**src/rtl/serial_add_ctrl.sv**
```systemverilog
// serial_add_ctrl: sequences one external 2-bit adder slice to add/subtract WIDTH-bit operands, LSB first.
// Latency: accept edge E0, then WIDTH/2 RUN edges; done pulses for the single cycle after the last RUN edge.
// Backpressure: none; start is sampled only in IDLE and ignored (not queued) while busy or done.
//
// Ports:
//   clk, rst                 clock (rising edge), synchronous active-high reset
//   start, a_in, b_in, op_in request and operands (op_in 0 = A+B, 1 = A-B), latched on accepted start
//   slice_a/b/cin            drive to the external add2bit slice (zero outside RUN)
//   slice_s/co               sum and carry back from the slice
//   busy, done               busy high in RUN; done one-cycle pulse with result valid
//   result_out, carry_out    result modulo 2^WIDTH; carry (add) or no-borrow (sub)
//   ovf_out                  two's-complement overflow, present only with SERIAL_ADD_OVF_EN defined
module serial_add_ctrl #(
  parameter int WIDTH = 8
) (
  input  logic             clk,
  input  logic             rst,
  input  logic             start,
  input  logic [WIDTH-1:0] a_in,
  input  logic [WIDTH-1:0] b_in,
  input  logic             op_in,
  output logic [1:0]       slice_a,
  output logic [1:0]       slice_b,
  output logic             slice_cin,
  input  logic [1:0]       slice_s,
  input  logic             slice_co,
  output logic             busy,
  output logic             done,
  output logic [WIDTH-1:0] result_out,
  output logic             carry_out
`ifdef SERIAL_ADD_OVF_EN
  ,
  output logic             ovf_out
`endif
);

  localparam int N  = WIDTH / 2;
  localparam int CW = (N > 1) ? $clog2(N) : 1;
  localparam logic [CW-1:0] LAST = CW'(N - 1);

  typedef enum logic [1:0] {
    IDLE = 2'd0,
    RUN  = 2'd1,
    DONE = 2'd2
  } state_t;

  state_t           state;
  state_t           state_nxt;
  logic [WIDTH-1:0] a_sh;
  logic [WIDTH-1:0] b_sh;
  logic             carry_reg;
  logic [CW-1:0]    cnt;
  logic             accept;
  logic             last_slice;
  logic [WIDTH+1:0] res_shift;

  // New slice sum enters at the MSB end; after N shifts slice 0 sits at the LSB.
  assign res_shift = {slice_s, result_out};

  always_ff @(posedge clk) begin
    if (rst) begin
      state <= IDLE;
    end else begin
      state <= state_nxt;
    end
  end

  always_comb begin
    state_nxt  = state;
    accept     = 1'b0;
    last_slice = 1'b0;
    busy       = 1'b0;
    done       = 1'b0;
    slice_a    = 2'b00;
    slice_b    = 2'b00;
    slice_cin  = 1'b0;
    case (state)
      IDLE: begin
        if (start) begin
          accept    = 1'b1;
          state_nxt = RUN;
        end
      end
      RUN: begin
        busy      = 1'b1;
        slice_a   = a_sh[1:0];
        slice_b   = b_sh[1:0];
        slice_cin = carry_reg;
        if (cnt == LAST) begin
          last_slice = 1'b1;
          state_nxt  = DONE;
        end
      end
      DONE: begin
        done      = 1'b1;
        state_nxt = IDLE;
      end
      default: state_nxt = IDLE;
    endcase
  end

  always_ff @(posedge clk) begin
    if (rst) begin
      a_sh       <= '0;
      b_sh       <= '0;
      carry_reg  <= 1'b0;
      cnt        <= '0;
      result_out <= '0;
      carry_out  <= 1'b0;
`ifdef SERIAL_ADD_OVF_EN
      ovf_out    <= 1'b0;
`endif
    end else if (accept) begin
      a_sh       <= a_in;
      // Subtraction is A + ~B + 1: invert B and seed the carry chain with 1.
      b_sh       <= op_in ? ~b_in : b_in;
      carry_reg  <= op_in;
      cnt        <= '0;
      result_out <= '0;
`ifdef SERIAL_ADD_OVF_EN
      ovf_out    <= 1'b0;
`endif
    end else if (state == RUN) begin
      a_sh       <= a_sh >> 2;
      b_sh       <= b_sh >> 2;
      carry_reg  <= slice_co;
      cnt        <= cnt + CW'(1);
      result_out <= res_shift[WIDTH+1:2];
      if (last_slice) begin
        carry_out <= slice_co;
`ifdef SERIAL_ADD_OVF_EN
        // a1^b1^s1 recovers the carry into the MSB of the final slice.
        ovf_out   <= slice_co ^ (slice_a[1] ^ slice_b[1] ^ slice_s[1]);
`endif
      end
    end
  end

endmodule
```
**config.mk**
```make
export PLATFORM = sky130hd
export DESIGN_NAME = serial_add_ctrl
export DESIGN_NICKNAME = d
export VERILOG_FILES = /design/src/rtl/serial_add_ctrl.sv
export SDC_FILE = /design/constraint.sdc
export NUM_CORES = 1
export LEC_CHECK = 0
export CAP_MARGIN = 40
export CORE_MARGIN = 2
export CORE_UTILIZATION = 48
export CTS_BUF_LIST = sky130_fd_sc_hd__clkbuf_2 sky130_fd_sc_hd__clkbuf_4 sky130_fd_sc_hd__clkbuf_8
export DETAILED_ROUTE_END_ITERATION = 6
export PLACE_DENSITY = 0.89
export SETUP_SLACK_MARGIN = 0.02
export SYNTH_ARGS = -nofsm -noshare
export SYNTH_HDL_FRONTEND = slang
export SYNTH_SLANG_ARGS = --single-unit
```
**constraint.sdc**
```tcl
create_clock -name clk -period 1.7 [get_ports clk]
set_input_delay 0.17 -clock clk [delete_from_list [all_inputs] [get_ports clk]]
set_output_delay 0.17 -clock clk [all_outputs]
set_load 0.03 [all_outputs]
```
# Yosys cells after proc, flatten, opt, wreduce, memory -nomap -nowiden
# Index checks and enable logic that the tools add are counted.
[word_totals]
inputBits = 23
word_cells = 39
reg_bits = 30
[op_classes]
bitwise_logic = 2
n_addsub = 1
eq_ne = 5
n_reduce_logical = 5
muxes = 19
[ops]
columns = ["op", "n"]
rows = [
  ["8-bit two-way mux", 5],
  ["1-bit two-way mux", 9],
  ["2-bit two-way mux", 4],
  ["8-bit inverter", 1],
  ["2-bit equality test, second input constant", 2],
  ["2-bit != test, second input constant", 2],
  ["2-bit one-hot mux with 2 select lines", 1],
  ["3-bit AND reduction", 1],
  ["2-bit by 1-bit adder with 2-bit output, second input constant", 1],
  ["2-bit by 1-bit equality test with 1-bit output, second input constant", 1],
  ["2-bit logical NOT", 1],
  ["2-bit AND reduction", 1],
  ["2-bit nonzero test", 1],
  ["2-bit OR reduction", 1],
  ["1-bit inverter", 1],
]

# Depth between registers and ports, before layout
# Gate-level depths: netlist (run 1).
[depth]
word_depth = 4
depth_mapped = 7
ltp_nobuf = 4

# Worst setup path before layout (run 1)
# Ideal clock, no wire load.
[synth_timing]
path_kind = "register -> output"
start = "register state[1]"
end = "output port slice_a[0]"
required_time_ns = 1.530
arrival_time_ns = 1.352
path_stages_with_launch = 7
setup_slack_ns = 0.178
path_cell_list = "dfxtp_1 buf_6 nand2b_1 buf_2 inv_1 buf_2 and2_1"
[synth_between]
elab_chain_len = 2
[synth_lines]
columns = ["item", "line", "source"]
rows = [
  ["from (decl)", "47", "state_t state;"],
  ["from (signal assigned)", "64", "state <= state_nxt;"],
  ["2-bit by 1-bit equality test with 1-bit output", "77", "case (state)"],
  ["2-bit two-way mux", "77", ""],
  ["to (decl)", "22", "output logic [1:0] slice_a,"],
]
# Every way passes these cells.

# Worst setup path after layout (run 1)
[layout_timing]
start = "register state[1]"
end = "output port busy"
[layout_between]
elab_chain_len = 2
[layout_lines]
columns = ["item", "line", "source"]
rows = [
  ["2-bit by 1-bit equality test with 1-bit output", "77", ""],
  ["1-bit two-way mux", "77", ""],
  ["to (decl)", "27", "output logic busy,"],
]
# Every way passes these cells.

==> results of run 1 <==
[cell usage after synthesis (2+ instances only)]
master / count
a211oi_1: 4
a21oi_1: 19
a221o_2: 6
a22oi_1: 2
and2_1: 5
buf_2: 6
buf_6: 2
clkbuf_1: 2
dfxtp_1: 30
nand2_1: 25
nand2b_1: 5
nand3_1: 3
nor2_1: 20
nor3_1: 3
or3b_2: 4
xnor2_1: 7
xor2_1: 2
[area by class of cell]
class / count / area, um2
fill: 210 / 893
multi-input combinational: 113 / 657
sequential: 30 / 602
timing repair buffer: 46 / 437
clock buffer: 7 / 52.6
tap: 31 / 38.8
inverter: 1 / 6.26
[what timing repair did]
| action | CTS | global route |
|---|---|---|
| pin swaps | 0 | 0 |
| resized for setup | 3 | 1 |
| setup endpoints to repair | 7 | 2 |
| setup buffers | 0 | 0 |
[cell families (layout without fill, tap and decap cells)]
logic type               count (synthesis)  count (layout)  share of synthesized area (%)
adder cells (fa/ha/maj)                  1               1                          0.938
buffers and inverters                   13              54                           5.72
XOR/XNOR                                 9               9                           5.91
AO/OA/AOI/OAI                           34              34                           17.4
AND/OR/NAND/NOR                         69              69                           25.0
flip-flops                              30              30                           45.0
[final timing paths]
kind,startpoint,end,slack (ns)
setup / recovery,state[1],busy,0.13
hold / removal,slice_s[0],result_out[6],0.42
setup reg to reg,state[1],b_sh[3],0.18
hold reg to reg,a_sh[5],a_sh[3],0.45
[critical path: cells and delay by family (launching register included)]
kind / cells / cell delay [ns]
flops: 1 / 0.38
simple gates: 1 / 0.20
buf+inv: 3 / 0.49
[through the flow]
step	cell area (um2)	utilization (%)	setup WS, ns
2_1_floorplan	1330	-	0.178
3_3_place_gp	1740	64.7	0.0820
3_5_place_dp	1740	64.7	0.0248
4_1_cts	1790	66.7	0.0697
5_1_grt	1790	66.7	0.0223
6_report	1790	66.7	0.130
[power by group through the flow]
stage                     registers [mW]  logic, mW  clock network [mW]
after CTS                          0.765      0.276               0.420
after global routing               0.769      0.302               0.454
after detailed placement           0.781      0.272                   0
final                              0.765      0.276               0.411
after global placement             0.779      0.263                   0
after floorplan                    0.778      0.164                   0
[routing by layer]
layer,global-route usage (%),share of wire [%],vias to the layer above
li1,-,-,611
met1,24.4,41,549
met2,30.4,48,49
met3,8.06,7.3,14
met4,11.9,4.0,0
met5,0,0,-
[cell usage in the layout, fill, tap and decap left out, types with 2 or more instances in the layout]
cell type,Yosys,routed
buf_4,1,13
a211oi_1,4,4
dfxtp_1,30,29
nand3_1,3,3
nand2_1,25,25
nand2b_1,5,5
or3b_2,4,4
xor2_1,2,2
a21oi_1,19,19
and2_1,5,5
nor2_1,20,20
a22oi_1,2,2
a221o_2,6,6
xnor2_1,7,7
clkdlybuf4s50_1,0,31
clkbuf_4,0,7
nor3_1,3,3
==> results by group, run 1 <==
STA
  • TNS Setup: 0 ns
  • Final Critical Period: 1.57 ns
  • Skew final: 0.00592 ns
  • Max Transition Viols Final: 0
  • Final setup fails: 0
  • Part of the cycle the worst path needs: 92.4%
  • Slew at the pin closest to its max-slew limit: 0.379 ns
  • Fmax: 637 MHz
  • RSZ-0062 raised after global routing: no
  • Slew HR: 74.7%
  • Hold Vio Cnt, Final: 0
  • Hold WS: 0.419 ns

Finish
  • Fin cells: 228
  • N_diodes: 0
  • Largest registers: a_sh x8, b_sh x8, result_out x8
  • P&R area growth vs syn: 34.4%
  • Share of layout cells above drive strength 1: 17.8%
  • Layout Nets: 221

Synth
  • Top cell type by total area after synthesis: dfxtp_1
  • Synthesized flop and latch total: 30
  • Most used flip-flop cell after synthesis: dfxtp_1
  • Post-synthesis cell count: 156
  • Post-synth EDFFs: 0
  • Synth area leaders: dfxtp_1 (45%), a21oi_1 (7.1%), nand2_1 (7.0%)
  • Share of flip-flops with an asynchronous set or reset: 0%
  • Sequential area share after synthesis: 45.0%
  • Ys Warns: 0
  • Synth unique cells: 28
  • Post-Syn Area: 1330 um2
  • Syn_area_per_cell: 8.55 um2
  • Post-synth top area share: 45.0%
  • Synthesized net count: 180

Power
  • Sequential Power Share: 52.7%
  • Pwr/cell area: 810 nW/um2
  • Comb power frac: 19.0%
  • Internal power: 1.07 mW
  • LEAKAGE: 0.687 nW
  • Final Power: 1.45 mW
  • Maximum vdd drop: 0.000544 V
  • Total net switching power: 381 uW
  • Switching Share: 26.3%
  • Clock power frac: 28.3%

Critical path
  • Worst path slowest cell: dfxtp_2
  • Type of origin of the critical path: flop
  • Worst Reg-to-Reg Cells: 4
  • CP Class: reg2out
  • CP required: 1.53 ns
  • Worst-path cell chain: nand2b_1 > inv_4 > buf_4 > buf_4
  • Max incr delay on CP: 0.38 ns
  • Worst setup EP type: primary output
  • WP data arrival: 1.40 ns
  • Worst Path Max Fanout: 13
  • Most used cell, CP: buf_4

Floorplan
  • Die area: 3220 um2
  • Chip width: 56.7 um
  • Die H: 56.7 um
  • IO Pins: 39
  • Standard-cell rows: 19
  • Core Region: 2690 um2
  • Initial Util: 49.7%

Place
  • DP Cell Count: 221
  • GPL Wtd Cong: 0.776
  • Port-buffer cells: 38
  • Dpl hpwl: 2290 um

CTS
  • Clock sink total: 30
  • H-tree levels: 2
  • Clock latency on the worst-skew pair: 0.33 ns
  • TritonCTS clock tree: built
  • Clock transition at the registers of the reported paths: 0.08 ns
  • CTS Hold Bufs: 0
  • CTS Buffer Depth: 2
  • TritonCTS Buffers: 5
  • Root cell of the clock tree: clkbuf_4

Global routing
  • Grt total ovfl: 0
  • Pin count of the biggest net entering global routing: 18
  • Vias in the first global route: 1129
  • Antenna violations before repair: 0
  • First-pass GRT wire length: 4930 um
  • Tot GR Track Use: 20.3%

Detailed routing
  • Iteration-0 DRC Markers: 21
  • Vias per cell: 5.36
  • Final antenna-violating net count: 0
  • DRC viols: 0
  • Routed wire length: 3030 um
  • WL/cell: 13.3 um
  • Via count: 1223
  • Pre-antenna DRT Iters: 4

Job
  • Number of max-cap violations: 0

Min path
  • Hold WC Path Type: in2reg
  • Hold path cells: 3

Run status
  • Outcome: completed
Note: power is estimated with default switching activity, not from simulation.
==> run 2, diff against run 1 <==
--- a/config.mk
+++ b/config.mk
@@ -10,6 +10,7 @@
 export CORE_UTILIZATION = 48
 export CTS_BUF_LIST = sky130_fd_sc_hd__clkbuf_2 sky130_fd_sc_hd__clkbuf_4 sky130_fd_sc_hd__clkbuf_8
 export DETAILED_ROUTE_END_ITERATION = 6
+export GPL_ROUTABILITY_DRIVEN = 0
 export PLACE_DENSITY = 0.89
 export SETUP_SLACK_MARGIN = 0.02
 export SYNTH_ARGS = -nofsm -noshare
==> results of run 2 <==
No change in the layout: final DEF, timing and power equal those of run 1.
==> run 3, diff against run 2 <==
--- a/config.mk
+++ b/config.mk
@@ -16,3 +16,4 @@
 export SYNTH_ARGS = -nofsm -noshare
 export SYNTH_HDL_FRONTEND = slang
 export SYNTH_SLANG_ARGS = --single-unit
+export TNS_END_PERCENT = 100
==> results of run 3 <==
No change in the layout: final DEF, timing and power equal those of run 1.
